==> config.mk <==
export PLATFORM = sky130hd
export DESIGN_NAME = axi_wr_limit
export DESIGN_NICKNAME = d
export VERILOG_FILES = /design/src/rtl/axi_wr_limit.sv
export SDC_FILE = /design/constraint.sdc
export NUM_CORES = 1
export LEC_CHECK = 0
export ABC_AREA = 1
export ABC_CLOCK_PERIOD_IN_PS = 2800
export BUFFER_PORTS_ARGS = -buffer_cell sky130_fd_sc_hd__buf_2
export CORE_ASPECT_RATIO = 1.5
export CORE_MARGIN = 2
export CORE_UTILIZATION = 30
export CTS_BUF_LIST = sky130_fd_sc_hd__clkbuf_2 sky130_fd_sc_hd__clkbuf_4 sky130_fd_sc_hd__clkbuf_8
export DETAILED_ROUTE_END_ITERATION = 7
export HOLD_SLACK_MARGIN = 0.02
export MAX_ROUTING_LAYER = met4
export PLACE_DENSITY_LB_ADDON = 0.3
export SLEW_MARGIN = 20
export SYNTH_ARGS = -nofsm -noshare
export SYNTH_HDL_FRONTEND = slang
export SYNTH_SLANG_ARGS = --single-unit
==> constraint.sdc <==
create_clock -name clk -period 2.8 [get_ports clk]
set_clock_uncertainty 0.1 [all_clocks]
set_input_delay 0.14 -clock clk [delete_from_list [all_inputs] [get_ports clk]]
set_output_delay 0.14 -clock clk [all_outputs]
set_load 0.02 [all_outputs]
==> src/rtl/axi_wr_limit.sv <==
// AXI4 write-burst limiter with wlast regeneration from awlen.
// Define AXI_WR_LIMIT_WLAST_CHECK_EN to add the sticky status_wlast_err output.

// Generic synchronous FIFO, DEPTH entries of WIDTH bits.
// Latency: one cycle from accepted write to rd_vld.
// Backpressure: wr_rdy low when full; rd_vld low when empty.
module fifo #(
    parameter int WIDTH = 8,
    parameter int DEPTH = 4
) (
    input  logic             clk,
    input  logic             rst_n,
    input  logic             wr_vld,
    output logic             wr_rdy,
    input  logic [WIDTH-1:0] wr_dat,
    output logic             rd_vld,
    input  logic             rd_rdy,
    output logic [WIDTH-1:0] rd_dat
);
    localparam int PW = (DEPTH > 1) ? $clog2(DEPTH) : 1;
    localparam int CW = $clog2(DEPTH + 1);
    localparam logic [PW-1:0] LAST = PW'(DEPTH - 1);

    logic [WIDTH-1:0] mem [DEPTH];
    logic [PW-1:0]    wr_ptr;
    logic [PW-1:0]    rd_ptr;
    logic [CW-1:0]    count;
    logic             do_wr;
    logic             do_rd;

    assign wr_rdy = (count != CW'(DEPTH));
    assign rd_vld = (count != '0);
    assign rd_dat = mem[rd_ptr];
    assign do_wr  = wr_vld && wr_rdy;
    assign do_rd  = rd_vld && rd_rdy;

    always_ff @(posedge clk) begin
        if (do_wr) begin
            mem[wr_ptr] <= wr_dat;
        end
    end

    always_ff @(posedge clk or negedge rst_n) begin
        if (!rst_n) begin
            wr_ptr <= '0;
            rd_ptr <= '0;
            count  <= '0;
        end else begin
            if (do_wr) begin
                wr_ptr <= (wr_ptr == LAST) ? '0 : wr_ptr + PW'(1);
            end
            if (do_rd) begin
                rd_ptr <= (rd_ptr == LAST) ? '0 : rd_ptr + PW'(1);
            end
            case ({do_wr, do_rd})
                2'b10:   count <= count + CW'(1);
                2'b01:   count <= count - CW'(1);
                default: count <= count;
            endcase
        end
    end
endmodule

// Limits accepted-but-unresponded write bursts and regenerates wlast per burst.
// Latency: AW/W/B payloads combinational; a burst's W opens two cycles after its AW handshake.
// Backpressure: AW stalls at MAX_OUTSTANDING; W held off until its AW is accepted downstream.
module axi_wr_limit #(
    parameter int DATA_WIDTH      = 32,
    parameter int ADDR_WIDTH      = 32,
    parameter int STRB_WIDTH      = DATA_WIDTH / 8,
    parameter int ID_WIDTH        = 8,
    parameter int MAX_OUTSTANDING = 16
) (
    input  logic                  clk,
    input  logic                  rst_n,
    input  logic [ID_WIDTH-1:0]   s_axi_awid,
    input  logic [ADDR_WIDTH-1:0] s_axi_awaddr,
    input  logic [7:0]            s_axi_awlen,
    input  logic [2:0]            s_axi_awsize,
    input  logic [1:0]            s_axi_awburst,
    input  logic                  s_axi_awlock,
    input  logic [3:0]            s_axi_awcache,
    input  logic [2:0]            s_axi_awprot,
    input  logic [3:0]            s_axi_awqos,
    input  logic [3:0]            s_axi_awregion,
    input  logic                  s_axi_awvalid,
    output logic                  s_axi_awready,
    output logic [ID_WIDTH-1:0]   m_axi_awid,
    output logic [ADDR_WIDTH-1:0] m_axi_awaddr,
    output logic [7:0]            m_axi_awlen,
    output logic [2:0]            m_axi_awsize,
    output logic [1:0]            m_axi_awburst,
    output logic                  m_axi_awlock,
    output logic [3:0]            m_axi_awcache,
    output logic [2:0]            m_axi_awprot,
    output logic [3:0]            m_axi_awqos,
    output logic [3:0]            m_axi_awregion,
    output logic                  m_axi_awvalid,
    input  logic                  m_axi_awready,
    input  logic [DATA_WIDTH-1:0] s_axi_wdata,
    input  logic [STRB_WIDTH-1:0] s_axi_wstrb,
    input  logic                  s_axi_wlast,
    input  logic                  s_axi_wvalid,
    output logic                  s_axi_wready,
    output logic [DATA_WIDTH-1:0] m_axi_wdata,
    output logic [STRB_WIDTH-1:0] m_axi_wstrb,
    output logic                  m_axi_wlast,
    output logic                  m_axi_wvalid,
    input  logic                  m_axi_wready,
    input  logic [ID_WIDTH-1:0]   m_axi_bid,
    input  logic [1:0]            m_axi_bresp,
    input  logic                  m_axi_bvalid,
    output logic                  m_axi_bready,
    output logic [ID_WIDTH-1:0]   s_axi_bid,
    output logic [1:0]            s_axi_bresp,
    output logic                  s_axi_bvalid,
    input  logic                  s_axi_bready,
    output logic [$clog2(MAX_OUTSTANDING+1)-1:0] status_outstanding
`ifdef AXI_WR_LIMIT_WLAST_CHECK_EN
    ,
    output logic                  status_wlast_err
`endif
);
    localparam int CW = $clog2(MAX_OUTSTANDING + 1);
    localparam logic [0:0] W_IDLE  = 1'b0;
    localparam logic [0:0] W_BURST = 1'b1;

    logic [CW-1:0] outstanding;
    logic          stall;
    logic          aw_hs;
    logic          b_hs;
    logic          b_dec;
    logic          w_hs;
    logic          burst_done;
    logic [0:0]    w_state;
    logic [7:0]    beat_remaining;
    logic          q_vld;
    logic [7:0]    q_len;
    logic          unused_q_rdy;

    assign stall          = (outstanding == CW'(MAX_OUTSTANDING));
    assign m_axi_awvalid  = s_axi_awvalid && !stall;
    assign s_axi_awready  = m_axi_awready && !stall;
    assign aw_hs          = m_axi_awvalid && m_axi_awready;
    assign m_axi_awid     = s_axi_awid;
    assign m_axi_awaddr   = s_axi_awaddr;
    assign m_axi_awlen    = s_axi_awlen;
    assign m_axi_awsize   = s_axi_awsize;
    assign m_axi_awburst  = s_axi_awburst;
    assign m_axi_awlock   = s_axi_awlock;
    assign m_axi_awcache  = s_axi_awcache;
    assign m_axi_awprot   = s_axi_awprot;
    assign m_axi_awqos    = s_axi_awqos;
    assign m_axi_awregion = s_axi_awregion;

    assign s_axi_bid    = m_axi_bid;
    assign s_axi_bresp  = m_axi_bresp;
    assign s_axi_bvalid = m_axi_bvalid;
    assign m_axi_bready = s_axi_bready;
    assign b_hs         = m_axi_bvalid && s_axi_bready;
    // A response with nothing outstanding is absorbed rather than wrapping the count
    assign b_dec        = b_hs && (outstanding != '0);

    assign status_outstanding = outstanding;

    always_ff @(posedge clk or negedge rst_n) begin
        if (!rst_n) begin
            outstanding <= '0;
        end else if (aw_hs && !b_dec) begin
            outstanding <= outstanding + CW'(1);
        end else if (b_dec && !aw_hs) begin
            outstanding <= outstanding - CW'(1);
        end
    end

    fifo #(
        .WIDTH (8),
        .DEPTH (MAX_OUTSTANDING)
    ) u_len_q (
        .clk    (clk),
        .rst_n  (rst_n),
        .wr_vld (aw_hs),
        .wr_rdy (unused_q_rdy),
        .wr_dat (s_axi_awlen),
        .rd_vld (q_vld),
        .rd_rdy (burst_done),
        .rd_dat (q_len)
    );

    assign m_axi_wdata  = s_axi_wdata;
    assign m_axi_wstrb  = s_axi_wstrb;
    assign m_axi_wvalid = (w_state == W_BURST) && s_axi_wvalid;
    assign s_axi_wready = (w_state == W_BURST) && m_axi_wready;
    assign m_axi_wlast  = (w_state == W_BURST) && (beat_remaining == 8'd0);
    assign w_hs         = m_axi_wvalid && m_axi_wready;
    assign burst_done   = w_hs && m_axi_wlast;

    // Head length stays queued until its last beat, so it is popped exactly once
    always_ff @(posedge clk or negedge rst_n) begin
        if (!rst_n) begin
            w_state        <= W_IDLE;
            beat_remaining <= '0;
        end else begin
            case (w_state)
                W_IDLE: begin
                    if (q_vld) begin
                        beat_remaining <= q_len;
                        w_state        <= W_BURST;
                    end
                end
                W_BURST: begin
                    if (w_hs) begin
                        if (beat_remaining == 8'd0) begin
                            w_state <= W_IDLE;
                        end else begin
                            beat_remaining <= beat_remaining - 8'd1;
                        end
                    end
                end
                default: w_state <= W_IDLE;
            endcase
        end
    end

`ifdef AXI_WR_LIMIT_WLAST_CHECK_EN
    always_ff @(posedge clk or negedge rst_n) begin
        if (!rst_n) begin
            status_wlast_err <= 1'b0;
        end else if (w_hs && (s_axi_wlast != m_axi_wlast)) begin
            status_wlast_err <= 1'b1;
        end
    end
`else
    logic unused_wlast;
    assign unused_wlast = s_axi_wlast;
`endif
endmodule

==> flow_metrics.tcl <==
set metrics [dict create \
    dp_hpwl_um 19100 \
    layout_common_cells "nand2_1, edfxtp_1, inv_1" \
    yosys.area_share.simple 0.174 \
    hold-worst-slack_ns 0.0404 \
    groute.usage.overall 0.190 \
    final_common_cell "nand2_1" \
    combPwrFrac 0.173 \
    fin_nets 931 \
    wirelength_um 25600 \
    syn-cell-area_um2 8030 \
    highest_layer "met4" \
    drive_gt1_frac 0.147 \
    wl_met3_um 4620 \
    internal-power_mw 3.90 \
    drt_iter0_markers 253 \
    finalSetupViolCount 0 \
    clkSinkCount 155 \
    grt_max_degree 77 \
    cts_made_buffers 17 \
    num_antenna_cells 0 \
    avgSynthCellArea_um2 9.63 \
    io_pins 251 \
    yosys.cell_types.count 31 \
    synth_top_family_by_area "buffers and inverters" \
    clock.fmax_ghz 0.393 \
    cts.clk_slew.worst_paths_ns 0.09 \
    first_pass_iters 4 \
    worst_slack_ns 0.255 \
    gp_congestion 0.806 \
    synth_fa_ha_area_frac 0.0284 \
    die_area_um2 28100 \
    power_frac_clock 0.306 \
    crit_type "flip-flop to flip-flop" \
    cp-end-kind "flip-flop" \
    synth.mux.area_fraction 0 \
    layout_min_cycle_time_ns 2.54 \
    h-tree-depth 4 \
    critPathMaxStageDelay_ns 0.40 \
    areaGrowthSynthToFinish_pct 4.61 \
    clockRootBuffer "clkbuf_8" \
    synth_xor_area_frac 0.0109 \
    gr-total-overflow 0 \
    cp_top_family "adder cells" \
    p_per_area_nw_per_um2 659 \
    antenna_found_initial 0 \
    timing.final.crit_share 0.909 \
    die_x_um 138 \
    cp_data_arrival_time_ns 2.78 \
    syn_nets 975 \
    cp_cell_sequence "inv_1 -> ha_1 -> inv_1 -> nor3_1 -> nand2_1 -> nor2_2 -> nand2_2 -> inv_4 -> ha_4 -> inv_1 -> fa_1 -> inv_1 -> nand2_1 -> nand2_1 -> a21oi_1 -> xor2_1 -> nand2_1 -> o21ai_0" \
    cp_data_required_time_ns 3.03 \
    max_cap_violations 0 \
    async_reset_ff_frac 0.174 \
    ys_ff_latch 155 \
    clk_latency_ns 0.45 \
    p_sw_frac 0.295 \
    synth-edff-count 128 \
    cp_slowest_cell "dfrtp_1" \
    syn_inst 834 \
    num_rows 73 \
    start_util 0.304 \
    route.met2.wl_um 12200 \
    drc 0 \
    netSwitchingPower_mw 1.63 \
    hp-class "input port to flip-flop" \
    cp_num_buf_inv 5 \
    fill_cells 2687 \
    clk_path_buf_depth 2 \
    pwr-share-seq 0.521 \
    peakVddDrop_mv 0.376 \
    worst_pin_slew_ns 0.668 \
    synth_area_leader_cell "edfxtp_1" \
    grt_pass1_vias 5063 \
    startpoint_type "flip-flop" \
    ys.flop_type "edfxtp_1" \
    synth_top_area_share 0.479 \
    synth_compound_gate_area_share 0.0477 \
    met1Wirelength_um 7080 \
    ys_top_cells_by_area "edfxtp_1, buf_4, nand2_1, dfrtp_1, nand3_1" \
    slew_violations 0 \
    grt_pass1_wl_um 35800 \
    max-slew-margin-rel 0.555 \
    cts_tree "done" \
    p_leak_nw 3.52 \
    ys_warn_count 0 \
    hold_viol 0 \
    fp.dieH_um 204 \
    crit_fanout 4 \
    core-area_um2 26400 \
    pre_cts_slack_ns 0.0838 \
    io_buffers 35 \
    seq_area_frac_synth 0.563 \
    vias 5194 \
    antenna_left 0 \
    wl_per_cell_um 22.5 \
    via_per_inst 4.56 \
    outcome "complete, no violations" \
]
-- synth_stat cells, drive strengths merged (2+ instances only) --
cell type / number
a21oi: 30
o21ai: 33
nand4: 3
inv: 100
o211ai: 6
dfrtp: 27
ha: 15
or2: 2
clkbuf: 4
xnor2: 5
fa: 2
buf: 138
xor2: 5
clkinv: 4
nand3: 82
nor2: 54
edfxtp: 128
nand2: 190
-- worst paths after layout --
path / startpoint / endpoint / slack [ns] / depth (start not counted)
max: beat_remaining[0] / u_len_q.count[4] / 0.26 / 18
min: s_axi_awlen[4] / u_len_q.mem[9][4] / 0.04 / 1
max reg2reg: beat_remaining[0] / u_len_q.count[4] / 0.26 / 18
min reg2reg: beat_remaining[1] / beat_remaining[1] / 0.38 / 2
max in group asynchronous: rst_n / u_len_q.rd_ptr[0] / 1.97 / 2
min in group asynchronous: rst_n / beat_remaining[7] / 0.16 / 2
-- final cells by class --
type                       count  area, µm²  share of cell area
clock inverter                13        144              0.0171
inverter                     104        394              0.0469
clock buffer                  19        249              0.0296
multi-input combinational    433       2130               0.253
timing repair buffer          79        541              0.0644
sequential                   155       4520               0.538
tap                          337        422              0.0502
-- worst reg2reg max path, delay by kind of cell, from the launching register on --
family,cells,cell delay [ns]
adder cells (fa/ha/maj),3,0.66
AND/OR/NAND/NOR,7,0.64
flip-flops,1,0.40
buffers and inverters,5,0.35
AO/OA/AOI/OAI,2,0.14
XOR/XNOR,1,0.14
-- timing repair --
action                                  CTS  global route
gates resized for setup                   0             6
endpoints found under the setup margin    0             4
hold buffers                              9             0
buffers inserted                          0             4
endpoints found under the hold margin   140             0
-- per-layer routing --
| metal | GRT usage | vias to the layer above |
|---|---|---|
| met4 | 0.130 | 0 |
| met5 | - | - |
| met3 | 0.135 | 106 |
| met2 | 0.302 | 178 |
| met1 | 0.151 | 2410 |
| li1 | - | 2500 |
-- stage by stage --
step / cell area [µm²] / power (mW) / std cells / util / setup TNS (ns)
after global placement: 7850 / 3.84 / 1095 / 0.298 / 0
after detailed placement: 7850 / 3.87 / 1095 / 0.298 / 0
after floorplan: 8030 / 3.77 / 834 / - / 0
after CTS: 8340 / 5.57 / 1136 / 0.316 / 0
after global routing: 8400 / 5.84 / 1140 / 0.318 / -0.00402
final: 8400 / 5.53 / 1140 / 0.318 / 0
-- flip-flops by register name, indices dropped and copies added, names as in the netlist --
signal,cells
u_len_q.mem,128
beat_remaining,8
status_outstanding,5
u_len_q.count,5
u_len_q.rd_ptr,4
u_len_q.wr_ptr,4
w_state,1
-- power by group through the flow --
stage / Sequential [mW] / Clock [mW] / Combinational (mW)
3_5_place_dp: 2.92 / 0 / 0.946
4_1_cts: 2.87 / 1.74 / 0.959
2_1_floorplan: 2.94 / 0 / 0.836
3_3_place_gp: 2.92 / 0 / 0.921
6_report: 2.89 / 1.69 / 0.957
5_1_grt: 2.92 / 1.81 / 1.11
-- kinds of logic (layout without fill, tap and decap cells) --
family / count (synthesis) / count (layout)
AO/OA/AOI/OAI: 72 / 72
XOR/XNOR: 10 / 10
adder cells (fa/ha/maj): 17 / 17
buffers and inverters: 246 / 215
flip-flops: 155 / 155
AND/OR/NAND/NOR: 334 / 334
Note: power is estimated with default switching activity, not from simulation.
